===== src/rtl/toy_fetch_unit.sv =====
// -----------------------------------------------------------------------------
// toy_fetch_unit
//
// Instruction fetch and sequencing unit for the toy accumulator CPU. Owns the
// program counter, fetches one instruction at a time over a req/ack handshake,
// holds it in an instruction register and issues opcode/operand to the decoder
// over a valid/ready handshake. On accept it resolves the next PC for
// JMP (0000), BCC (1010) and BNE (1011) using the flags present in that cycle.
//
// Optional build macro:
//   TOY_FETCH_ILLEGAL_HALT_EN - when defined, a fetched opcode 0111 is never
//   issued; the unit enters a terminal HALT state (halted=1) until rst.
//   When undefined, 0111 is an ordinary sequential opcode and halted is 0.
//
// Ports:
//   clk          single clock, all state on rising edge
//   rst          synchronous active-high reset
//   imem_req     fetch request (asserted in FETCH)
//   imem_addr    fetch address, equals pc
//   imem_ack     instruction data valid this cycle (honoured only in FETCH)
//   imem_rdata   fetched instruction {opcode[11:8], operand[7:0]}
//   instr_valid  opcode/operand valid to decoder (asserted in ISSUE)
//   instr_ready  execute stage accepts (honoured only in ISSUE)
//   opcode       issued opcode
//   operand      issued operand / branch target
//   flag_c       carry flag, sampled in the accept cycle
//   flag_z       zero flag, sampled in the accept cycle
//   pc           address of the currently fetched/held instruction
//   halted       unit stopped on an illegal opcode
//   retired      accepted-instruction count, saturating at 0xFFFF
// -----------------------------------------------------------------------------
module toy_fetch_unit #(
    parameter int IMEM_AW = 8,
    parameter int IMEM_DW = 12
) (
    input  logic               clk,
    input  logic               rst,
    output logic               imem_req,
    output logic [IMEM_AW-1:0] imem_addr,
    input  logic               imem_ack,
    input  logic [IMEM_DW-1:0] imem_rdata,
    output logic               instr_valid,
    input  logic               instr_ready,
    output logic [3:0]         opcode,
    output logic [7:0]         operand,
    input  logic               flag_c,
    input  logic               flag_z,
    output logic [IMEM_AW-1:0] pc,
    output logic               halted,
    output logic [15:0]        retired
);

    typedef enum logic [1:0] {
        ST_IDLE  = 2'd0,
        ST_FETCH = 2'd1,
        ST_ISSUE = 2'd2,
        ST_HALT  = 2'd3
    } state_t;

    state_t             state_r;
    state_t             state_s;
    logic [IMEM_AW-1:0] pc_r;
    logic [IMEM_DW-1:0] ir_r;
    logic [15:0]        retired_r;

    logic               fetch_done_s;
    logic               accept_s;
    logic               illegal_s;
    logic [IMEM_AW-1:0] pc_inc_s;
    logic [IMEM_AW-1:0] next_pc_s;

    assign fetch_done_s = (state_r == ST_FETCH) && imem_ack;
    assign accept_s     = (state_r == ST_ISSUE) && instr_ready;

`ifdef TOY_FETCH_ILLEGAL_HALT_EN
    // Illegal opcode is judged on the incoming data so it never reaches ISSUE.
    assign illegal_s = (imem_rdata[11:8] == 4'b0111);
`else
    assign illegal_s = 1'b0;
`endif

    assign pc_inc_s = pc_r + 8'd1;

    // Next-PC selection from the held opcode and the flags of the accept cycle.
    always_comb begin
        next_pc_s = pc_inc_s;
        case (ir_r[11:8])
            4'b0000: next_pc_s = ir_r[7:0];
            4'b1010: begin
                if (flag_c == 1'b0) next_pc_s = ir_r[7:0];
                else                next_pc_s = pc_inc_s;
            end
            4'b1011: begin
                if (flag_z == 1'b0) next_pc_s = ir_r[7:0];
                else                next_pc_s = pc_inc_s;
            end
            default: next_pc_s = pc_inc_s;
        endcase
    end

    // State register.
    always_ff @(posedge clk) begin
        if (rst) state_r <= ST_IDLE;
        else     state_r <= state_s;
    end

    // Next-state logic.
    always_comb begin
        state_s = state_r;
        case (state_r)
            ST_IDLE:  state_s = ST_FETCH;
            ST_FETCH: begin
                if (fetch_done_s && illegal_s) state_s = ST_HALT;
                else if (fetch_done_s)         state_s = ST_ISSUE;
                else                           state_s = ST_FETCH;
            end
            ST_ISSUE: begin
                if (accept_s) state_s = ST_FETCH;
                else          state_s = ST_ISSUE;
            end
            ST_HALT:  state_s = ST_HALT;
            default:  state_s = ST_IDLE;
        endcase
    end

    // Handshake and status outputs decoded from the state register.
    always_comb begin
        imem_req    = 1'b0;
        instr_valid = 1'b0;
        halted      = 1'b0;
        case (state_r)
            ST_IDLE:  imem_req    = 1'b0;
            ST_FETCH: imem_req    = 1'b1;
            ST_ISSUE: instr_valid = 1'b1;
`ifdef TOY_FETCH_ILLEGAL_HALT_EN
            ST_HALT:  halted      = 1'b1;
`else
            ST_HALT:  halted      = 1'b0;
`endif
            default:  halted      = 1'b0;
        endcase
    end

    // PC, instruction register and retire counter.
    always_ff @(posedge clk) begin
        if (rst) begin
            pc_r      <= 8'h00;
            ir_r      <= 12'h000;
            retired_r <= 16'h0000;
        end else begin
            if (fetch_done_s && !illegal_s) begin
                ir_r <= imem_rdata;
            end
            if (accept_s) begin
                pc_r <= next_pc_s;
                if (retired_r != 16'hFFFF) retired_r <= retired_r + 16'd1;
            end
        end
    end

    assign imem_addr = pc_r;
    assign pc        = pc_r;
    assign opcode    = ir_r[11:8];
    assign operand   = ir_r[7:0];
    assign retired   = retired_r;

endmodule


===== config.mk =====
export PLATFORM = sky130hd
export DESIGN_NAME = toy_fetch_unit
export DESIGN_NICKNAME = d
export VERILOG_FILES = /design/src/rtl/toy_fetch_unit.sv
export SDC_FILE = /design/constraint.sdc
export NUM_CORES = 1
export LEC_CHECK = 0
export ABC_AREA = 1
export CORE_ASPECT_RATIO = 1.75
export CORE_UTILIZATION = 38
export DETAILED_ROUTE_END_ITERATION = 10
export PLACE_DENSITY = 0.79
export SLEW_MARGIN = 20
export SYNTH_ARGS = -nofsm -noshare
export SYNTH_HDL_FRONTEND = slang
export SYNTH_SLANG_ARGS = --single-unit

===== constraint.sdc =====
create_clock -name clk -period 1.3 [get_ports clk]
set_input_delay 0.26 -clock clk [delete_from_list [all_inputs] [get_ports clk]]
set_output_delay 0.26 -clock clk [all_outputs]
set_load 0.01 [all_outputs]

### Yosys cells after proc, flatten, opt, wreduce, memory -nomap -nowiden

Cells that the tools add are included.

| cells by class | value |
|---|---|
| reductions and logical operators | 5 |
| equality and inequality tests | 6 |
| mux-type cells | 8 |
| $add $sub $neg | 2 |

Operators with widths:

| operator | count |
|---|---|
| $pmux W8 S3 | 1 |
| $add A16 B1 Y16 const B | 1 |
| $mux W8 | 2 |
| $ne A16 B16 Y1 const B | 1 |
| $add A8 B1 Y8 const B | 1 |
| $eq A4 B4 Y1 const B | 2 |
| $pmux W2 S4 | 1 |
| $eq A2 B2 Y1 const B | 2 |
| $logic_not A4 Y1 | 1 |
| $mux W2 | 2 |
| $eq A2 B1 Y1 const B | 1 |
| $logic_and A1 B1 Y1 | 2 |
| $logic_not A2 Y1 | 1 |
| $mux W1 | 2 |
| $reduce_and A2 Y1 | 1 |

| word-level totals | value |
|---|---|
| input port bits | 18 |
| word-level logic and storage cells | 25 |
| output and inout port bits | 47 |
| register bits | 38 |

### Depth between registers and ports, before layout

| logic depth | value |
|---|---|
| depth in word-level cells | 4 |
| gate-level depth with buffers | 10 |
| gate-level depth less buffers | 10 |

### Worst setup path after synthesis

OpenSTA, ideal clock, no wires.

| path | value |
|---|---|
| path type | reg2reg |
| start point | reg retired_r[0], in the netlist retired[0] |
| end point | reg retired_r[10], in the netlist retired[10] |
| required time | 1.231 ns |
| setup time | 0.069 ns |
| arrival time | 1.440 ns |
| setup slack | -0.209 ns |
| path buffers | 1 |
| cell stages (with the launch flop) | 9 |
| clock period less this slack | 1.509 ns |
| cell sequence | dfxtp_1 > ha_1 > nand3_2 > inv_1 > nand4_2 > nand2_4 > buf_8 > nand2_1 > a21oi_2 |

| on the way | value |
|---|---|
| cells in the longest elaborated chain, start to end | 2 |
| elaborated cells on any way between the ends | 3 |
| classes of those cells | add/sub: 1; eq/ne: 1; reduce/logical: 1 |

Ends and longest elaborated chain:

| what | line | text |
|---|---|---|
| start: declaration | 64 | `logic [15:0] retired_r;` |
| start signal: assignment | 156 | `if (retired_r != 16'hFFFF) retired_r <= retired_r + 16'd1;` |
| parallel branches: the longest is 2 deep, another holds $add A16 B1 Y16 | - |  |

Several ways; the timed one is not identified.
A chain may end at the register's enable or synchronous reset.

### Worst setup path after layout

| path | value |
|---|---|
| start point | reg retired_r[0], in the netlist retired[0] |
| end point | reg retired_r[11], in the netlist retired[11] |

Same word-level chain as after synthesis.

==> flow_metrics.py <==
metrics = {
    "setup_path": {
        "crit_arrival_ps": 1660,
        "start_kind": "flip-flop",
        "required_ps": 1530,
        "critPathMaxFanout": 6,
        "path_class": "reg2reg",
        "end_kind": "flip-flop",
        "r2r_cells": 9,
    },
    "logic_synthesis": {
        "synth_edf_count": 0,
        "syn_nets": 338,
        "yosysMostFrequentCell": "nand2_1",
        "synth_commonest_cells": "nand2_1, dfxtp_1, nor2_1, inv_1, nand3_1",
        "synth_top_area_share_pct": 35.5,
        "synth.area.top_cells": "dfxtp_1, nand2_1, nand3_1",
        "synth_ff_type": "dfxtp_1",
        "synth_cell_types": 29,
        "synth_top_area_cell": "dfxtp_1",
        "ys_warn_count": 0,
        "syn_area_per_cell_um2": 6.74,
        "async_reset_ff_share_pct": 0,
        "synth.cell_area_um2": 2140,
        "ys_ff_latch": 38,
        "ys_seq_area_share_pct": 35.5,
        "syn_inst": 318,
    },
    "grt": {
        "grt_use_total_pct": 23.7,
        "grt_max_degree": 18,
        "overflow": 0,
        "grt_pass1_wl_um": 10700,
        "antenna_found_initial": 0,
        "grt_pass1_vias": 2513,
    },
    "pwr": {
        "power_switching_w": 0.000771,
        "power.leakage_nw": 1.74,
        "p_total_w": 0.00288,
        "p_per_area_nw_per_um2": 767,
        "pwr-share-clk_pct": 40.1,
        "switching_share_pct": 26.8,
        "combPwrFrac_pct": 17.4,
        "irDropWorstVdd_uv": 953,
        "sequentialPowerShare_pct": 42.4,
        "internal-power_w": 0.00211,
    },
    "final_layout": {
        "antenna_cells": 0,
        "final_net_count": 446,
        "fin_area_um2": 3750,
        "final_util_pct": 70.3,
        "area_growth_pct": 75.3,
        "drive_above_1_share_pct": 44.7,
    },
    "floorplanning": {
        "ios": 65,
        "initial_utilization_pct": 40.1,
        "die_w_um": 58.8,
        "core_um2": 5340,
        "rows": 35,
        "die_height_um": 101,
        "die-area_um2": 5950,
    },
    "route": {
        "drt_iter0_markers": 119,
        "wl_um": 7930,
        "vias": 2598,
        "via_per_inst": 5.19,
        "drcViolationCount": 0,
        "wl_per_cell_um": 15.8,
        "antenna_left": 0,
        "first_pass_iters": 4,
    },
    "sta": {
        "finalCriticalPeriod_ps": 1440,
        "setup_ws_ps": -138,
        "fin_worst_skew_ps": 7.30,
        "period_share_pct": 111,
        "slew_viol_final": 0,
        "rsz0062_at_grt": "true",
        "finalHoldViolations": 0,
        "setup_violations": 16,
        "fmax_mhz": 695,
    },
    "clocking": {
        "tritoncts": "done",
        "clock_path_buffers": 2,
        "cts_hold_buf": 0,
        "clk_pin_slew_ps": 80,
        "cts.sinks": 38,
        "clk_latency_ps": 300,
        "h-tree-depth": 2,
        "clockRootBuffer": "clkbuf_8",
        "cts_inserted_buffers": 5,
    },
    "placed_design": {
        "placement.io_buffers": 63,
        "dp_hpwl_um": 4740,
        "gp_congestion": 0.897,
        "placed_area_um2": 3170,
    },
    "min_path": {
        "worst_hold_path_type": "reg2reg",
        "holdPathStages": 2,
    },
    "outcome": {
        "status": "complete, but fails checks",
        "violations": "negative setup slack",
    },
    "run": {
        "maxCapViolCount": 0,
    },
}
## registers in the layout, summed over array words and instances (netlist names)
| name | cells |
|---|---|
| state_r | 2 |
| imem_addr | 8 |
| retired | 16 |
| ir_r | 12 |
## worst max-delay path, cell delays in order, from the launching register on
cell and delay (ps):
dfxtp_4 370, ha_4 190, nand3_4 90, inv_4 60, nand2_4 70, nor2_4 50, nor2_4 140, buf_6 180
nand2_2 70, a21oi_2 150
## cells in the final DEF, fill, tap and decap left out, types with 11 or more instances in the layout
cell and n:
nand2_1 58, nor2_4 11, nand2_4 15, inv_1 22, a21oi_2 13, nand2_2 20
a21oi_1 17, clkdlybuf4s50_1 17, nand3_1 19, nor2_1 17, dlygate4sd2_1 38, buf_4 45
dfxtp_2 18
## power by group through the flow
stage / Combinational, W / Clock [W] / Sequential (W)
floorplan: 0.000183 / 0 / 0.00127
finish: 0.000502 / 0.00116 / 0.00122
detailed placement: 0.000432 / 0 / 0.00126
global route: 0.000540 / 0.00121 / 0.00123
global placement: 0.000426 / 0 / 0.00125
CTS: 0.000427 / 0.00116 / 0.00123
## path summary, 6_finish.rpt
kind              slack (ps)        from     endpoint
setup reg to reg        -140  retired[0]  retired[11]
setup / recovery        -140  retired[0]  retired[11]
hold reg to reg          480     ir_r[6]      ir_r[6]
hold / removal           480     ir_r[6]      ir_r[6]
## metrics by stage
stage / hold WS (ps) / std cells / TNS [ps] / worst slack (ps)
finish: 482 / 501 / -1650 / -138
detailed placement: 462 / 484 / -4350 / -194
global placement: 456 / 484 / -3550 / -168
CTS: 473 / 494 / -768 / -86.4
global route: 506 / 501 / -2360 / -192
floorplan: 422 / 318 / -85.5 / -15.2
## metal layers
layer	vias to the layer above	part of all wire [%]	track usage, %
met2	110	56	45.8
met5	-	0	0
met4	0	5.6	15.2
met3	37	4.2	3.83
met1	1208	34	21.6
li1	1243	-	-
## what timing repair did
action,CTS,global route
setup endpoints to repair,68,34
pin swaps,8,31
endpoints found under the hold margin,0,0
buffers inserted,1,5
resized for setup,92,115
gates cloned,1,2
## kinds of logic after synthesis
group                    Yosys count  synth area share [%]
AND/OR/NAND/NOR                  168                  34.4
AO/OA/AOI/OAI                     51                  13.7
buffers and inverters             48                  10.9
flip-flops                        38                  35.5
XOR/XNOR                          10                  4.09
adder cells (fa/ha/maj)            2                  1.17
other                              1                 0.175
## area by class of cell
type,count,area (µm²)
inverter,30,123
clock inverter,2,38.8
fill,417,1590
timing repair buffer,117,1010
multi-input combinational,234,1570
tap,74,92.6
sequential,38,821
clock buffer,6,93.8
Power figures use the tool's default switching activity.
